===== src/rtl/axi_lite_master.sv =====
// AXI4-Lite master bridge: accepts one read or write command at a time, issues it on
// AR or AW+W, tracks outstanding read IDs and write count, and returns R/B beats as
// single-entry responses.
module axi_lite_master #(
  parameter int unsigned ADDR_WIDTH = 32,
  parameter int unsigned DATA_WIDTH = 32,
  parameter int unsigned ID_WIDTH   = 4,
  parameter int unsigned MAX_WR     = 8
) (
  input  logic                          clk,
  input  logic                          rst,
  input  logic                          cmd_valid,
  output logic                          cmd_ready,
  input  logic                          cmd_write,
  input  logic [ADDR_WIDTH-1:0]         cmd_addr,
  input  logic [DATA_WIDTH-1:0]         cmd_wdata,
  output logic [ADDR_WIDTH-1:0]         araddr,
  output logic [ID_WIDTH-1:0]           arid,
  output logic                          arvalid,
  input  logic                          arready,
  output logic [ADDR_WIDTH-1:0]         awaddr,
  output logic                          awvalid,
  input  logic                          awready,
  output logic [DATA_WIDTH-1:0]         wdata,
  output logic                          wvalid,
  input  logic                          wready,
  input  logic [DATA_WIDTH-1:0]         rdata,
  input  logic [ID_WIDTH-1:0]           rid,
  input  logic                          rvalid,
  output logic                          rready,
  input  logic                          bvalid,
  output logic                          bready,
  output logic                          rsp_valid,
  input  logic                          rsp_ready,
  output logic                          rsp_write,
  output logic [ID_WIDTH-1:0]           rsp_id,
  output logic [DATA_WIDTH-1:0]         rsp_rdata,
  output logic [ID_WIDTH:0]             rd_outstanding,
  output logic [$clog2(MAX_WR+1)-1:0]   wr_outstanding,
  output logic                          err
);

  localparam int unsigned N_IDS = 2**ID_WIDTH;
  localparam int unsigned WCW   = $clog2(MAX_WR+1);
  localparam int unsigned RCW   = ID_WIDTH + 1;

  logic [N_IDS-1:0]      busy_q,      busy_d;
  logic [WCW-1:0]        wr_cnt_q,    wr_cnt_d;
  logic                  arvalid_q,   arvalid_d;
  logic [ADDR_WIDTH-1:0] araddr_q,    araddr_d;
  logic [ID_WIDTH-1:0]   arid_q,      arid_d;
  logic                  awvalid_q,   awvalid_d;
  logic [ADDR_WIDTH-1:0] awaddr_q,    awaddr_d;
  logic                  wvalid_q,    wvalid_d;
  logic [DATA_WIDTH-1:0] wdata_q,     wdata_d;
  logic                  rsp_valid_q, rsp_valid_d;
  logic                  rsp_write_q, rsp_write_d;
  logic [ID_WIDTH-1:0]   rsp_id_q,    rsp_id_d;
  logic [DATA_WIDTH-1:0] rsp_rdata_q, rsp_rdata_d;
  logic                  err_q,       err_d;

  logic [ID_WIDTH-1:0]   free_id;
  logic                  any_free;
  logic                  rd_acc, wr_acc;
  logic                  r_hs, b_hs, r_ok, b_ok;

  // Lowest-numbered free read ID (priority search over the busy map)
  always_comb begin
    free_id  = '0;
    any_free = 1'b0;
    for (int unsigned i = 0; i < N_IDS; i++) begin
      if (!busy_q[i] && !any_free) begin
        free_id  = ID_WIDTH'(i);
        any_free = 1'b1;
      end
    end
  end

  // Number of busy read IDs
  always_comb begin
    rd_outstanding = '0;
    for (int unsigned i = 0; i < N_IDS; i++) begin
      rd_outstanding = rd_outstanding + RCW'(busy_q[i]);
    end
  end

  // Handshake qualification; R has priority over B when the response slot is free
  always_comb begin
    cmd_ready = ~arvalid_q & ~awvalid_q & ~wvalid_q & any_free & (wr_cnt_q < WCW'(MAX_WR));
    rready    = ~rsp_valid_q | rsp_ready;
    bready    = (~rsp_valid_q | rsp_ready) & ~rvalid;
    rd_acc    = cmd_valid & cmd_ready & ~cmd_write;
    wr_acc    = cmd_valid & cmd_ready &  cmd_write;
    r_hs      = rvalid & rready;
    b_hs      = bvalid & bready;
    r_ok      = r_hs & busy_q[rid];
    b_ok      = b_hs & (wr_cnt_q != '0);
  end

  // Next-state: channel issue, ID/write bookkeeping, response slot and error flag
  always_comb begin
    busy_d      = busy_q;
    wr_cnt_d    = wr_cnt_q;
    arvalid_d   = arvalid_q;
    araddr_d    = araddr_q;
    arid_d      = arid_q;
    awvalid_d   = awvalid_q;
    awaddr_d    = awaddr_q;
    wvalid_d    = wvalid_q;
    wdata_d     = wdata_q;
    rsp_valid_d = rsp_valid_q;
    rsp_write_d = rsp_write_q;
    rsp_id_d    = rsp_id_q;
    rsp_rdata_d = rsp_rdata_q;
    err_d       = err_q | (r_hs & ~r_ok) | (b_hs & ~b_ok);

    if (arvalid_q && arready) arvalid_d = 1'b0;
    if (awvalid_q && awready) awvalid_d = 1'b0;
    if (wvalid_q  && wready)  wvalid_d  = 1'b0;

    // free_id is never busy, so a same-cycle R release cannot collide with it
    if (rd_acc) begin
      busy_d[free_id] = 1'b1;
      arvalid_d       = 1'b1;
      araddr_d        = cmd_addr;
      arid_d          = free_id;
    end
    if (wr_acc) begin
      awvalid_d = 1'b1;
      awaddr_d  = cmd_addr;
      wvalid_d  = 1'b1;
      wdata_d   = cmd_wdata;
    end

    if (wr_acc && !b_ok)      wr_cnt_d = wr_cnt_q + WCW'(1);
    else if (!wr_acc && b_ok) wr_cnt_d = wr_cnt_q - WCW'(1);

    if (rsp_valid_q && rsp_ready) rsp_valid_d = 1'b0;
    if (r_ok) begin
      busy_d[rid] = 1'b0;
      rsp_valid_d = 1'b1;
      rsp_write_d = 1'b0;
      rsp_id_d    = rid;
      rsp_rdata_d = rdata;
    end else if (b_ok) begin
      rsp_valid_d = 1'b1;
      rsp_write_d = 1'b1;
      rsp_id_d    = '0;
      rsp_rdata_d = '0;
    end
  end

  // State registers with synchronous active-low reset
  always_ff @(posedge clk) begin
    if (!rst) begin
      busy_q      <= '0;
      wr_cnt_q    <= '0;
      arvalid_q   <= 1'b0;
      araddr_q    <= '0;
      arid_q      <= '0;
      awvalid_q   <= 1'b0;
      awaddr_q    <= '0;
      wvalid_q    <= 1'b0;
      wdata_q     <= '0;
      rsp_valid_q <= 1'b0;
      rsp_write_q <= 1'b0;
      rsp_id_q    <= '0;
      rsp_rdata_q <= '0;
      err_q       <= 1'b0;
    end else begin
      busy_q      <= busy_d;
      wr_cnt_q    <= wr_cnt_d;
      arvalid_q   <= arvalid_d;
      araddr_q    <= araddr_d;
      arid_q      <= arid_d;
      awvalid_q   <= awvalid_d;
      awaddr_q    <= awaddr_d;
      wvalid_q    <= wvalid_d;
      wdata_q     <= wdata_d;
      rsp_valid_q <= rsp_valid_d;
      rsp_write_q <= rsp_write_d;
      rsp_id_q    <= rsp_id_d;
      rsp_rdata_q <= rsp_rdata_d;
      err_q       <= err_d;
    end
  end

  // Registered outputs
  always_comb begin
    arvalid        = arvalid_q;
    araddr         = araddr_q;
    arid           = arid_q;
    awvalid        = awvalid_q;
    awaddr         = awaddr_q;
    wvalid         = wvalid_q;
    wdata          = wdata_q;
    rsp_valid      = rsp_valid_q;
    rsp_write      = rsp_write_q;
    rsp_id         = rsp_id_q;
    rsp_rdata      = rsp_rdata_q;
    wr_outstanding = wr_cnt_q;
    err            = err_q;
  end

endmodule

===== config.mk =====
export PLATFORM = sky130hd
export DESIGN_NAME = axi_lite_master
export DESIGN_NICKNAME = d
export VERILOG_FILES = /design/src/rtl/axi_lite_master.sv
export SDC_FILE = /design/constraint.sdc
export NUM_CORES = 1
export LEC_CHECK = 0
export ABC_AREA = 1
export ABC_CLOCK_PERIOD_IN_PS = 4900
export BUFFER_PORTS_ARGS = -buffer_cell sky130_fd_sc_hd__buf_2
export CORE_ASPECT_RATIO = 2
export CORE_MARGIN = 1
export CORE_UTILIZATION = 49
export CTS_CLUSTER_DIAMETER = 40
export CTS_CLUSTER_SIZE = 30
export DETAILED_ROUTE_END_ITERATION = 10
export HOLD_SLACK_MARGIN = 0.1
export PLACE_DENSITY = 0.8
export SLEW_MARGIN = 20
export SYNTH_ARGS = -nofsm -noshare
export SYNTH_HDL_FRONTEND = slang
export SYNTH_SLANG_ARGS = --single-unit

===== constraint.sdc =====
create_clock -name clk -period 4.9 [get_ports clk]
set_input_delay 0.735 -clock clk [delete_from_list [all_inputs] [get_ports clk]]
set_output_delay 0.735 -clock clk [all_outputs]
set_load 0.01 [all_outputs]

# After elaboration in Yosys (flattened, before gate mapping)
# Cells that the tools add are included.
totals:
  elab_cells: 181
  ff_bits: 162
  in_bits: 110
op_classes:
  mux: 54
  n_bitwise: 29
  add_sub_neg: 17
  n_reduce_logical: 62
  order_cmp: 5
ops:
  columns: ["cell", "count"]
  rows:
  - ["two-way mux 4 bit", 18]
  - ["two-way mux 32 bit", 2]
  - ["adder 5 x 1 -> 5 bit", 11]
  - ["two-way mux 16 bit", 2]
  - ["zero test 1 bit", 31]
  - ["two-way mux 1 bit", 29]
  - ["logical AND 1 bit", 23]
  - ["bitwise AND 16 bit", 1]
  - ["NOT 16 bit", 1]
  - ["bitwise OR 16 bit", 1]
  - ["bitwise AND 1 bit", 14]
  - ["< comparator 4 x 5 -> 1 bit, second input constant", 2]
  - ["nonzero test 2 bit", 5]
  - ["NOT 1 bit", 9]
  - ["demux 1 bit (select 4 bit)", 2]
  - [">= comparator 4 x 1 -> 1 bit, second input constant", 2]
  - ["adder 4 x 1 -> 5 bit", 1]
  - ["adder 3 x 1 -> 4 bit", 1]
  - ["adder 4 x 1 -> 4 bit, second input constant", 1]
  - ["binary-select mux 1 bit (select 4 bit)", 1]
  - ["< comparator 4 bit, second input constant", 1]
  - ["nonzero test 4 bit", 1]
  - ["subtractor 4 x 1 -> 4 bit, second input constant", 1]
  - ["adder 2 x 1 -> 3 bit", 1]
  - ["other kinds (4)", 6]

# Depth between registers and ports, before layout
logic_depth:
  depth_word: 53
  mapped_depth: 20
  depth_no_buf: 19

# Worst setup path after synthesis
# OpenSTA, ideal clock, no wires.
synth_path:
  path_kind: "register to output"
  from: "register busy_q[5]"
  to: "output rd_outstanding[4]"
  slack_ps: 832
  t_required_ps: 4165
  path_buffers: 0
  arrival_ps: 3333
  stages_incl_launch_ff: 11
  cell_sequence: "dfxtp_1 -> inv_1 -> fa_1 -> fa_1 -> fa_1 -> fa_1 -> inv_1 -> ha_1 -> inv_1 -> fa_1 -> o21ai_0"
synth_via:
  elab_chain_cells: 11
synth_rtl:
  columns: ["item", "line_no", "source"]
  rows:
  - ["start: declaration", "47", "logic [N_IDS-1:0] busy_q, busy_d;"]
  - ["start signal: assignment", "171", "busy_q <= busy_d;"]
  - ["adder 5 x 1 -> 5 bit (11 in a row)", "83", "rd_outstanding = rd_outstanding + RCW'(busy_q[i]);"]
  - ["end: declaration", "38", "output logic [ID_WIDTH:0] rd_outstanding,"]
# No other way between the ends.

# Worst setup path in the final report
layout_path:
  from: "register busy_q[5]"
  to: "output rd_outstanding[2]"
# The elaborated chain is that of the path after synthesis.

==> metrics list <==
- Of the total power, the share spent switching nets is 0.322.
* Clk_lat worst skew: roughly 0.42 ns
- Number of H-tree branching levels: 4
* Number of buffers added to fix hold violations after cts: 0
- The worst setup path is captured at a primary output.
- The tightest min-delay check is of the reg -> reg type.
- The final route contains 6696 vias.
- The largest single stage delay on the critical path is 0.57 ns.
- The worst path in the final design needs a cycle of ~4.7 ns, including I/O delays and setup.
* Placed Cells incl. Taps: 1255
- For this run, the post-layout net count is 1250.
- Routed length per instance: roughly 15 um
- Net Sw Power: 1.17 mW
- Using the TritonRoute via totals, the vias-per-cell ratio works out to 5.20.
- Post-synthesis adder-cell area fraction: 0.0510
- Critical Path Most Common Cell: sky130_fd_sc_hd__fa_1
- Across every metal layer, demand over resource in global routing totals 0.277.
* Root Buffer Master: sky130_fd_sc_hd__clkbuf_16
- Once placement finished, the instance area stood at just over 8000 sq um.
* Final HPWL from detailed placement: 13900 um
- Vertical die dimension: between 150 and 200 um
- Dividing the final minimum period by the clock period gives 0.958.
- Post-CTS setup-driven buffer insertion count: 0
* Post-synth top area cell: sky130_fd_sc_hd__dfxtp_1
- Measured against its own limit, the worst slew margin works out to 0.402.
* Effective utilization at floorplan: 0.504
- Clock-pin slew was measured on the worst setup and hold paths at around 0.070 ns.
- At the worst endpoint, the required time is 4.16 ns.
- After routing the design area is 8630 sq um.
* Maximum number of pins on one net before global-route repair: 79
* Vias in the first global route: 6619
- Setup violations remaining at the end of the flow were counted as 0.
* Synth Area in Simple Gates: 0.234
- Largest driver fanout on the critical path: 4
* Static leakage: 4.28 nW
- Share of the synthesized area in compound gates (AO/OA/AOI/OAI): 0.153
- The first global-routing pass estimated 31300 um of wire.
- The initial antenna violation count is 1.
- Result of the run: complete, no violations
* Synthesis-stage register bit count: ~160
- Total Die Area: ~14000 sq um
* ANT nets after route: 0
* TritonCTS sink count: 162
- Tot Pwr: 3.64 mW
- Area Overhead vs Synth: 27.4%
* Synth area leaders: sky130_fd_sc_hd__dfxtp_1, sky130_fd_sc_hd__nand2_1, sky130_fd_sc_hd__nor2_1
* Wire length reported by the detailed router: 19600 um
* Area of the core: 13400 sq um
- In the routed design, unresolved DRC markers number 0.
- Final instance count without filler cells: roughly 1300
* Total iterations of the first detailed-routing run: 5
* Clk network pwr share: 0.358
- Library cells used by synthesis: 37
- At the worst endpoint, the arrival time is roughly 4.0 ns.
- The critical path is of the reg -> out type.
- Of the total power, combinational logic draws 0.216.
- Port Buf Inserts: 263
- The cell family contributing the most delay on the critical path is adder cells.
- Share of the synthesized netlist area taken by xor and xnor gates: 0.00776
- Measured along the x axis, the die boundary spans approximately 85 um.
* Number of synthesis warnings: 0
- The critical path contains buffers and inverters numbering 4 combined.
* Grt ovf: 0
* Maximum frequency from static timing analysis: 213 MHz
- Unrepaired setup endpoints after global routing: false
- Area fraction of the dominant cell type after synthesis: 0.479
- Counting every net in the synthesized netlist gives between 1000 and 1500.
- In the final layout, the share of cells above drive strength 1 is 0.277.
* Cell area power density: between 400 and 500 nW/um^2
- Boundary Pins: 264
* Post-synthesis mux area share: 0
* Mean post-synth cell area: about 7.7 sq um
* Max-cap violations: 0
- No sink is reached through more buffers than the 2 on the longest clock path.
- Share of synthesized area occupied by flip-flops and latches: 0.479
- Std cell rows: 60
- N_diodes: 0
* Clock tree from TritonCTS: done
* TritonCTS buffer count: 17
- Main combinational cell family by area after synthesis: simple AND/OR/NAND/NOR gates
* Cell area after technology mapping: around 6800 sq um
- At the end of routability-driven placement, the weighted congestion stood at 0.941.
- Sum Neg Setup Slack: 0 ns
* Internal: 2.47 mW
- Post-synthesis instance total: 875
- CP max stage cell: sky130_fd_sc_hd__fa_1
- The worst-case IR drop observed on VDD is 278 uV.
- At the end of the flow the core is filled with cells to 0.642.
* Clock Skews: 0.0140 ns
- Cell Chain, Critical Path: inv_1 -> fa_1 -> fa_1 -> fa_1 -> fa_1 -> inv_1 -> ha_1 -> inv_1 -> fa_1 -> xnor2_1 -> buf_2
* Setup crit start kind: register
- At the pin with the least slew margin, the transition time is 0.897 ns.
- For this block, the initial DRC count from the detailed router was approximately 260.
- In this run, post-CTS repair resized a total of 0 instances.
- The final count of pins violating max slew was 0.
- Total count of hold-check failures in the final report: 0
* Part of the power in registers: 0.426
through the flow:
stage,worst slack [ns],hold WS [ns]
3_5_place_dp,0.663,0.450
3_3_place_gp,0.718,0.446
4_1_cts,0.185,0.460
2_1_floorplan,0.832,0.437
6_report,0.206,0.456
5_1_grt,0.0467,0.481
layout make-up:
type	instances	area [sq um]
multi-input cells	611	3020
repair buffers	271	1380
fillers	1197	4810
inverters	56	211
clock inverters	13	146
clock buffers	19	433
flip-flops and latches	162	3240
well taps	155	194
sequential cells by signal (all words and copies together), names as in the netlist, 4 cells and up:
signal and cells:
rsp_id 4, rsp_rdata 32, arid 4, wr_outstanding 4
busy_q 16, wdata 32, araddr 32, awaddr 32
placed cells by master (no fill, tap or decap), types with 2 or more instances in the layout:
cell type,n
sky130_fd_sc_hd__nand3_1,9
sky130_fd_sc_hd__a21oi_1,94
sky130_fd_sc_hd__clkbuf_1,2
sky130_fd_sc_hd__clkbuf_16,17
sky130_fd_sc_hd__buf_4,8
sky130_fd_sc_hd__buf_2,263
sky130_fd_sc_hd__nand2_1,195
sky130_fd_sc_hd__xor2_1,5
sky130_fd_sc_hd__inv_1,52
sky130_fd_sc_hd__dfxtp_1,162
sky130_fd_sc_hd__o31ai_1,2
sky130_fd_sc_hd__o21ai_0,57
sky130_fd_sc_hd__ha_1,10
sky130_fd_sc_hd__inv_6,3
sky130_fd_sc_hd__inv_8,3
sky130_fd_sc_hd__nor3_1,3
sky130_fd_sc_hd__nor4_1,2
sky130_fd_sc_hd__fa_1,11
sky130_fd_sc_hd__o21a_1,6
sky130_fd_sc_hd__o22ai_1,8
sky130_fd_sc_hd__inv_2,2
sky130_fd_sc_hd__nor2_4,3
sky130_fd_sc_hd__clkinv_4,2
sky130_fd_sc_hd__clkinvlp_4,3
sky130_fd_sc_hd__nor2_1,160
sky130_fd_sc_hd__nand4_4,3
sky130_fd_sc_hd__o21ai_1,29
sky130_fd_sc_hd__nand4_1,5
worst min-delay path, delay by kind of cell, from the launching register on:
family | cells | cell delay, ns
AO/OA/AOI/OAI | 1 | 0.05
flip-flops | 1 | 0.31
AND/OR/NAND/NOR | 1 | 0.06
synth_stat cells:
cell type	count
sky130_fd_sc_hd__buf_8	4
sky130_fd_sc_hd__nand3b_1	1
sky130_fd_sc_hd__buf_2	11
sky130_fd_sc_hd__o21ai_0	57
sky130_fd_sc_hd__a21oi_1	94
sky130_fd_sc_hd__fa_1	11
sky130_fd_sc_hd__nand4_2	1
sky130_fd_sc_hd__xor2_1	5
sky130_fd_sc_hd__nand4_4	3
sky130_fd_sc_hd__nand3_1	9
sky130_fd_sc_hd__and3_1	1
sky130_fd_sc_hd__clkinv_1	1
sky130_fd_sc_hd__a211oi_1	1
sky130_fd_sc_hd__clkbuf_1	22
sky130_fd_sc_hd__inv_2	1
sky130_fd_sc_hd__o21ai_1	29
sky130_fd_sc_hd__o22ai_1	8
sky130_fd_sc_hd__buf_4	2
sky130_fd_sc_hd__o31ai_1	2
sky130_fd_sc_hd__nor2_4	2
sky130_fd_sc_hd__nor4_1	2
sky130_fd_sc_hd__ha_1	10
sky130_fd_sc_hd__nand2_1	195
sky130_fd_sc_hd__nor2_8	1
sky130_fd_sc_hd__nand4_1	5
sky130_fd_sc_hd__nor2_1	161
sky130_fd_sc_hd__buf_6	6
sky130_fd_sc_hd__dfxtp_1	162
sky130_fd_sc_hd__o21a_1	6
sky130_fd_sc_hd__inv_1	53
sky130_fd_sc_hd__clkinv_2	1
sky130_fd_sc_hd__o211ai_1	1
sky130_fd_sc_hd__nor3_1	3
sky130_fd_sc_hd__a41oi_1	1
sky130_fd_sc_hd__buf_12	1
sky130_fd_sc_hd__nand3_2	1
sky130_fd_sc_hd__xnor2_1	1
layer usage:
| layer | global-route usage | vias up | part of all wire |
|---|---|---|---|
| met5 | 0 | - | 0.00051 |
| met4 | 0.197 | 2 | 0.059 |
| met3 | 0.0686 | 78 | 0.064 |
| met2 | 0.487 | 265 | 0.52 |
| met1 | 0.280 | 3046 | 0.35 |
| li1 | - | 3305 | - |
cells by family (layout without fill, tap and decap cells):
kind of cell    after synthesis  in the layout
compound gates              199            199
fa+ha+maj                    21             21
simple gates                385            385
buf+inv                     102            359
flops                       162            162
xor+xnor                      6              6
worst paths after layout:
check        startpoint           endpoint  slack, ns  cells past startpoint
max           busy_q[5]  rd_outstanding[2]       0.21                     11
min reg2reg   rsp_id[0]          rsp_id[0]       0.46                      2
max reg2reg   busy_q[0]  wr_outstanding[3]       1.63                     18
min           rsp_id[0]          rsp_id[0]       0.46                      2
power groups by stage:
stage	clock network (mW)	registers, mW	logic (mW)
2_1_floorplan	0	1.64	0.443
3_3_place_gp	0	1.57	0.777
3_5_place_dp	0	1.58	0.790
4_1_cts	1.32	1.55	0.793
5_1_grt	1.37	1.57	0.874
6_report	1.30	1.55	0.787
Note: power is estimated with default switching activity, not from simulation.
